==> src/rtl/hazard_controller_pkg.sv <==
// Shared types for the pipeline hazard sequencer: per-register control word,
// sequencer states and trap cause codes.
package pack;

   typedef struct packed {
      logic stall;
      logic flush;
   } control;

   typedef enum logic [1:0] {
      RUN,
      DRAIN,
      ENTER
   } hazardState;

   localparam logic [31:0] CAUSE_ILLEGAL = 32'd2;
   localparam logic [31:0] CAUSE_EXT_IRQ = 32'h8000_000B;

   localparam control CTRL_NONE  = '{stall: 1'b0, flush: 1'b0};
   localparam control CTRL_STALL = '{stall: 1'b1, flush: 1'b0};
   localparam control CTRL_FLUSH = '{stall: 1'b0, flush: 1'b1};

endpackage

==> src/rtl/hazard_controller_load_use.sv <==
// Load-use detector: the instruction in Decode reads a register that the
// load currently in Execute has not yet produced.
module load_use_detector (
   input  logic       executeValid,
   input  logic       executeLoad,
   input  logic [4:0] executeRd,
   input  logic       decodeValid,
   input  logic [4:0] decodeRs1,
   input  logic [4:0] decodeRs2,
   output logic       hazard
);

   // x0 is never a real dependency, so a load targeting it cannot stall Decode
   assign hazard = executeValid && executeLoad && (executeRd != 5'd0) && decodeValid
                   && ((executeRd == decodeRs1) || (executeRd == decodeRs2));

endmodule

==> src/rtl/hazard_controller.sv <==
// Pipeline sequencer: stall/flush per pipeline register, PC redirection,
// illegal-instruction traps and drained external-interrupt entry.
//
// state | meaning
// RUN   | normal issue; hazards resolved by priority each cycle
// DRAIN | interrupt pending; fetch held while older instructions retire
// ENTER | one cycle: redirect to the trap vector and commit the interrupt
module hazard_controller
   import pack::*;
#(
   parameter logic [31:0] TRAP_VECTOR  = 32'h0000_0100,
   parameter int          DRAIN_CYCLES = 3
) (
   input  logic        clock,
   input  logic        reset,
   input  logic        interrupt,
   input  logic [31:0] fetchPc,
   input  logic        decodeValid,
   input  logic [4:0]  decodeRs1,
   input  logic [4:0]  decodeRs2,
   input  logic        executeValid,
   input  logic [4:0]  executeRd,
   input  logic        executeLoad,
   input  logic        redirectValid,
   input  logic [31:0] redirectTarget,
   input  logic        illegalValid,
   input  logic [31:0] illegalPc,
   input  logic        memoryBusy,
   output control      fetchControl,
   output control      fetchDecodeControl,
   output control      decodeExecuteControl,
   output control      executeMemoryControl,
   output control      memoryWritebackControl,
   output logic        pcRedirectValid,
   output logic [31:0] pcRedirectTarget,
   output logic        trapActive,
   output logic [31:0] trapPc,
   output logic [31:0] trapCause
);

   localparam int CW = (DRAIN_CYCLES > 1) ? $clog2(DRAIN_CYCLES) : 1;
   localparam logic [CW-1:0] DRAIN_LOAD = CW'(DRAIN_CYCLES - 1);

   hazardState    state;
   logic [CW-1:0] drain_count;
   logic [31:0]   resume_pc;
   logic          load_use;

   load_use_detector u_load_use (
      .executeValid (executeValid),
      .executeLoad  (executeLoad),
      .executeRd    (executeRd),
      .decodeValid  (decodeValid),
      .decodeRs1    (decodeRs1),
      .decodeRs2    (decodeRs2),
      .hazard       (load_use)
   );

   always_comb begin
      fetchControl           = CTRL_NONE;
      fetchDecodeControl     = CTRL_NONE;
      decodeExecuteControl   = CTRL_NONE;
      executeMemoryControl   = CTRL_NONE;
      memoryWritebackControl = CTRL_NONE;
      pcRedirectValid        = 1'b0;
      pcRedirectTarget       = 32'd0;
      if (!reset) begin
         fetchControl           = CTRL_FLUSH;
         fetchDecodeControl     = CTRL_FLUSH;
         decodeExecuteControl   = CTRL_FLUSH;
         executeMemoryControl   = CTRL_FLUSH;
         memoryWritebackControl = CTRL_FLUSH;
      end else if (state == ENTER) begin
         fetchDecodeControl = CTRL_FLUSH;
         pcRedirectValid    = 1'b1;
         pcRedirectTarget   = TRAP_VECTOR;
      end else if (memoryBusy) begin
         // memory back-pressure freezes everything upstream, even in DRAIN
         fetchControl           = CTRL_STALL;
         fetchDecodeControl     = CTRL_STALL;
         decodeExecuteControl   = CTRL_STALL;
         executeMemoryControl   = CTRL_STALL;
         memoryWritebackControl = CTRL_FLUSH;
      end else if (illegalValid) begin
         fetchDecodeControl     = CTRL_FLUSH;
         decodeExecuteControl   = CTRL_FLUSH;
         executeMemoryControl   = CTRL_FLUSH;
         memoryWritebackControl = CTRL_FLUSH;
         pcRedirectValid        = 1'b1;
         pcRedirectTarget       = TRAP_VECTOR;
      end else if (state == DRAIN) begin
         // a branch resolving while draining updates the resume point instead of the PC
         fetchControl       = CTRL_STALL;
         fetchDecodeControl = CTRL_FLUSH;
         if (redirectValid) decodeExecuteControl = CTRL_FLUSH;
      end else if (redirectValid) begin
         fetchDecodeControl   = CTRL_FLUSH;
         decodeExecuteControl = CTRL_FLUSH;
         pcRedirectValid      = 1'b1;
         pcRedirectTarget     = redirectTarget;
      end else if (load_use) begin
         fetchControl         = CTRL_STALL;
         fetchDecodeControl   = CTRL_STALL;
         decodeExecuteControl = CTRL_FLUSH;
      end else if (interrupt) begin
         fetchControl       = CTRL_STALL;
         fetchDecodeControl = CTRL_FLUSH;
      end
   end

   always_ff @(posedge clock) begin
      if (!reset) begin
         state       <= RUN;
         drain_count <= '0;
         resume_pc   <= 32'd0;
         trapPc      <= 32'd0;
         trapCause   <= 32'd0;
         trapActive  <= 1'b0;
      end else begin
         trapActive <= 1'b0;
         case (state)
            RUN: begin
               if (!memoryBusy) begin
                  if (illegalValid) begin
                     trapPc     <= illegalPc;
                     trapCause  <= CAUSE_ILLEGAL;
                     trapActive <= 1'b1;
                  end else if (!redirectValid && !load_use && interrupt) begin
                     resume_pc   <= fetchPc;
                     drain_count <= DRAIN_LOAD;
                     state       <= DRAIN;
                  end
               end
            end
            DRAIN: begin
               if (!memoryBusy) begin
                  if (illegalValid) begin
                     trapPc      <= illegalPc;
                     trapCause   <= CAUSE_ILLEGAL;
                     trapActive  <= 1'b1;
                     drain_count <= '0;
                     state       <= RUN;
                  end else begin
                     if (redirectValid) resume_pc <= redirectTarget;
                     if (drain_count == '0) state <= ENTER;
                     else drain_count <= drain_count - 1'b1;
                  end
               end
            end
            ENTER: begin
               trapPc     <= resume_pc;
               trapCause  <= CAUSE_EXT_IRQ;
               trapActive <= 1'b1;
               state      <= RUN;
            end
            default: state <= RUN;
         endcase
      end
   end

endmodule

==> config.mk <==
export PLATFORM = sky130hd
export DESIGN_NAME = hazard_controller
export DESIGN_NICKNAME = d
export VERILOG_FILES = /design/src/rtl/hazard_controller_pkg.sv /design/src/rtl/hazard_controller_load_use.sv /design/src/rtl/hazard_controller.sv
export SDC_FILE = /design/constraint.sdc
export NUM_CORES = 1
export LEC_CHECK = 0
export BUFFER_PORTS_ARGS = -buffer_cell sky130_fd_sc_hd__buf_2
export CAP_MARGIN = 5
export CORE_MARGIN = 3
export CORE_UTILIZATION = 45
export DETAILED_ROUTE_END_ITERATION = 10
export PLACE_DENSITY = 0.79
export SLEW_MARGIN = 20
export SYNTH_ARGS = -nofsm -noshare
export SYNTH_HDL_FRONTEND = slang
export SYNTH_SLANG_ARGS = --single-unit
export TNS_END_PERCENT = 10
==> constraint.sdc <==
create_clock -name clock -period 2.7 [get_ports clock]
set_input_delay 0.54 -clock clock [delete_from_list [all_inputs] [get_ports clock]]
set_output_delay 0.54 -clock clock [all_outputs]
set_load 0.02 [all_outputs]
==> flow_summary.toml <==
[sta]
fin_crit_sh_pct = 92.40
hold_viol_final = 0
fin_setup_tns_ns = 0
clock_skew_ns = 0.01104
rsz0062_at_grt = "false"
slew_headroom_pct = 52.72
post-route-min-period_ns = 2.495
max_freq_ghz = 0.4008
setup_viol = 0
slew_viol_final = 0
worst_pin_slew_ns = 0.7093

[finish]
layout.nets = 810
num_antenna_cells = 0
synthToLayoutAreaGrowth_pct = 27.79
drive_above_1_share_pct = 33.48
final_cells = 801

[synth]
synth.distinct_cells = 40
syn_area_per_cell_um2 = 7.923
netlist_instances = 517
synthFlopType = "dfxtp_1"
syn_area_mm2 = 0.004096
yosysSeqAreaShare_pct = 34.70
synth-seq-cells = 71
synth-edff-count = 0
synth.yosys.warnings = 0
synth-async-reset-ratio_pct = 0

[cts]
cts_sinks = 71
clk_pin_slew_ns = 0.08
cts_tree = "built"
htree_levels = 3
root_buffer = "clkbuf_8"
postCtsHoldBufs = 0
cts_buffers = 9
post_cts_buffers = 0
clock_path_buffers = 2
clk_latency_ns = 0.34
cts_resized = 0

[global_routing]
grt_pass1_wl_mm = 17.57
grt_usage_pct = 21.10
grt_pass1_vias = 3802
antenna_found_initial = 0
grt_overflow = 0
grt_max_degree = 73

[worst_setup_path]
crit_type = "in -> out"
r2r-start = "state[1]"
crit_path_end_kind = "output pin"
path_max_fanout = 6
startpoint = "executeRd[1]"
cp.required_ns = 2.16
cp.arrival_ns = 1.95
reg2reg_slack_ns = 0.99
critPathLaunchType = "input port"
rr_worst_depth = 5
r2r_end = "resume_pc[31]"

[power]
p_leak_nw = 2.665
vdd_drop_max_mv = 0.2539
p_per_area_mw_per_mm2 = 481.0

[min_path]
holdPathEnd = "trapPc[8]"
hp-start = "illegalPc[8]"
hold_depth = 3
hp-class = "in -> reg"

[run]
max_cap_violations = 0

[routing]
via_count = 4063
post-route-drc-count = 0
first_pass_iters = 4
drt_wl_total_mm = 11.18
wire_per_inst_um = 13.96
antenna_left = 0
drtIter0Drc = 135
via_per_inst = 5.072

[floorplanning]
rows = 34
chipWidth_um = 101.4
start_util_pct = 46.74
num_io_pins = 228
core_mm2 = 0.008763
die_y_um = 101.4
dieArea_mm2 = 0.01028

[placed_design]
dp_hpwl_mm = 8.514
dp_cells = 786
portBuffers = 198
gp_congestion = 0.8296

[status]
outcome = "finished clean"
==> cell usage after synthesis, types with 3 or more instances <==
library cell / instances / area, um^2
nand2_1: 103 / 386.6
dfxtp_1: 71 / 1421
nor2_1: 42 / 157.7
nand2b_1: 34 / 212.7
o211ai_1: 34 / 255.2
a311oi_1: 32 / 280.3
buf_4: 32 / 240.2
clkbuf_1: 32 / 120.1
mux2i_1: 32 / 320.3
and2_1: 31 / 193.9
xor2_1: 10 / 87.58
a21oi_1: 9 / 45.04
nor3_1: 8 / 40.04
buf_1: 6 / 22.52
inv_1: 5 / 18.77
o21ai_0: 4 / 20.02
buf_2: 3 / 15.01
buf_6: 3 / 33.78
nor2b_1: 3 / 18.77
o31ai_1: 3 / 22.52
==> cells in the final DEF (no fill, tap or decap), types with 2 or more instances in the layout <==
cell	n
mux2i_1	32
clkbuf_8	9
bufinv_16	2
buf_4	9
a311oi_1	32
o21ai_0	4
xor2_1	10
a21oi_1	9
buf_2	198
o31ai_1	3
inv_1	5
dfxtp_1	70
buf_12	2
o211ai_1	34
nor2_1	42
and2_1	31
nor3_1	8
nor2b_1	2
nand2_1	102
clkinvlp_4	2
conb_1	29
nand2b_1	33
==> worst max-delay path by stage <==
| stage | slack [ns] | end | depth (start not counted) |
|---|---|---|---|
| after floorplan | 0.19 | executeMemoryControl[1] | 5 |
| after global placement | 0.23 | fetchDecodeControl[0] | 6 |
| after detailed placement | 0.19 | pcRedirectTarget[17] | 7 |
| after CTS | 0.11 | pcRedirectTarget[15] | 5 |
| after global routing | 0.02 | pcRedirectTarget[1] | 5 |
| final | 0.21 | decodeExecuteControl[0] | 8 |
==> through the flow <==
step	power, mW	setup slack (ns)	area (um^2)	util [%]	hold slack (ns)
after global routing	2.652	0.02397	5235	59.74	0.4450
after CTS	2.552	0.1134	5234	59.72	0.4380
after detailed placement	1.639	0.1901	5022	57.31	0.4532
after global placement	1.626	0.2285	5022	57.31	0.4447
after floorplan	1.478	0.1913	4202	-	0.4327
final	2.518	0.2052	5235	59.74	0.4617
==> layout make-up <==
class / instances / area, um^2
fillers: 813 / 3528
multi-input cells: 393 / 2349
clock buffers: 10 / 127.6
clock inverters: 5 / 83.83
flip-flops and latches: 71 / 1423
inverters: 5 / 18.77
repair buffers: 209 / 1099
well taps: 108 / 135.1
==> logic make-up after synthesis <==
family | after synthesis | share of synthesized area (%)
simple gates | 229 | 26.15
compound gates | 92 | 17.81
buf+inv | 81 | 11.00
flops | 71 | 34.70
mux | 32 | 7.819
xor+xnor | 10 | 2.138
fa+ha+maj | 1 | 0.3054
other cells | 1 | 0.09154
==> flip-flops by register name, indices dropped and copies added (netlist names) <==
| signal | count |
|---|---|
| trapPc | 32 |
| resume_pc | 32 |
| drain_count | 2 |
| trapCause | 2 |
| trapActive | 1 |
| state | 2 |
==> metal layers <==
metal  routed length, um  share of wire, %  vias up  GRT usage, %
li1                    -                 -     2051             -
met1                4758                43     1857         27.16
met2                5533                49      143         35.11
met3                 746               6.7       12         4.890
met4                 144               1.3        0         6.442
met5                   0                 0        -             0
==> critical path: stages <==
cell and delay, ns:
buf_2 0.14, xor2_1 0.16, nor3_1 0.22, a22oi_1 0.12, buf_4 0.17, or2_1 0.25, o211ai_1 0.17, buf_2 0.19
==> power by group <==
part | internal (mW) | switching (mW)
registers | 1.10 | 0.0245
logic | 0.197 | 0.296
clock network | 0.517 | 0.388
total | 1.81 | 0.709
Note: power is estimated with default switching activity, not from simulation.
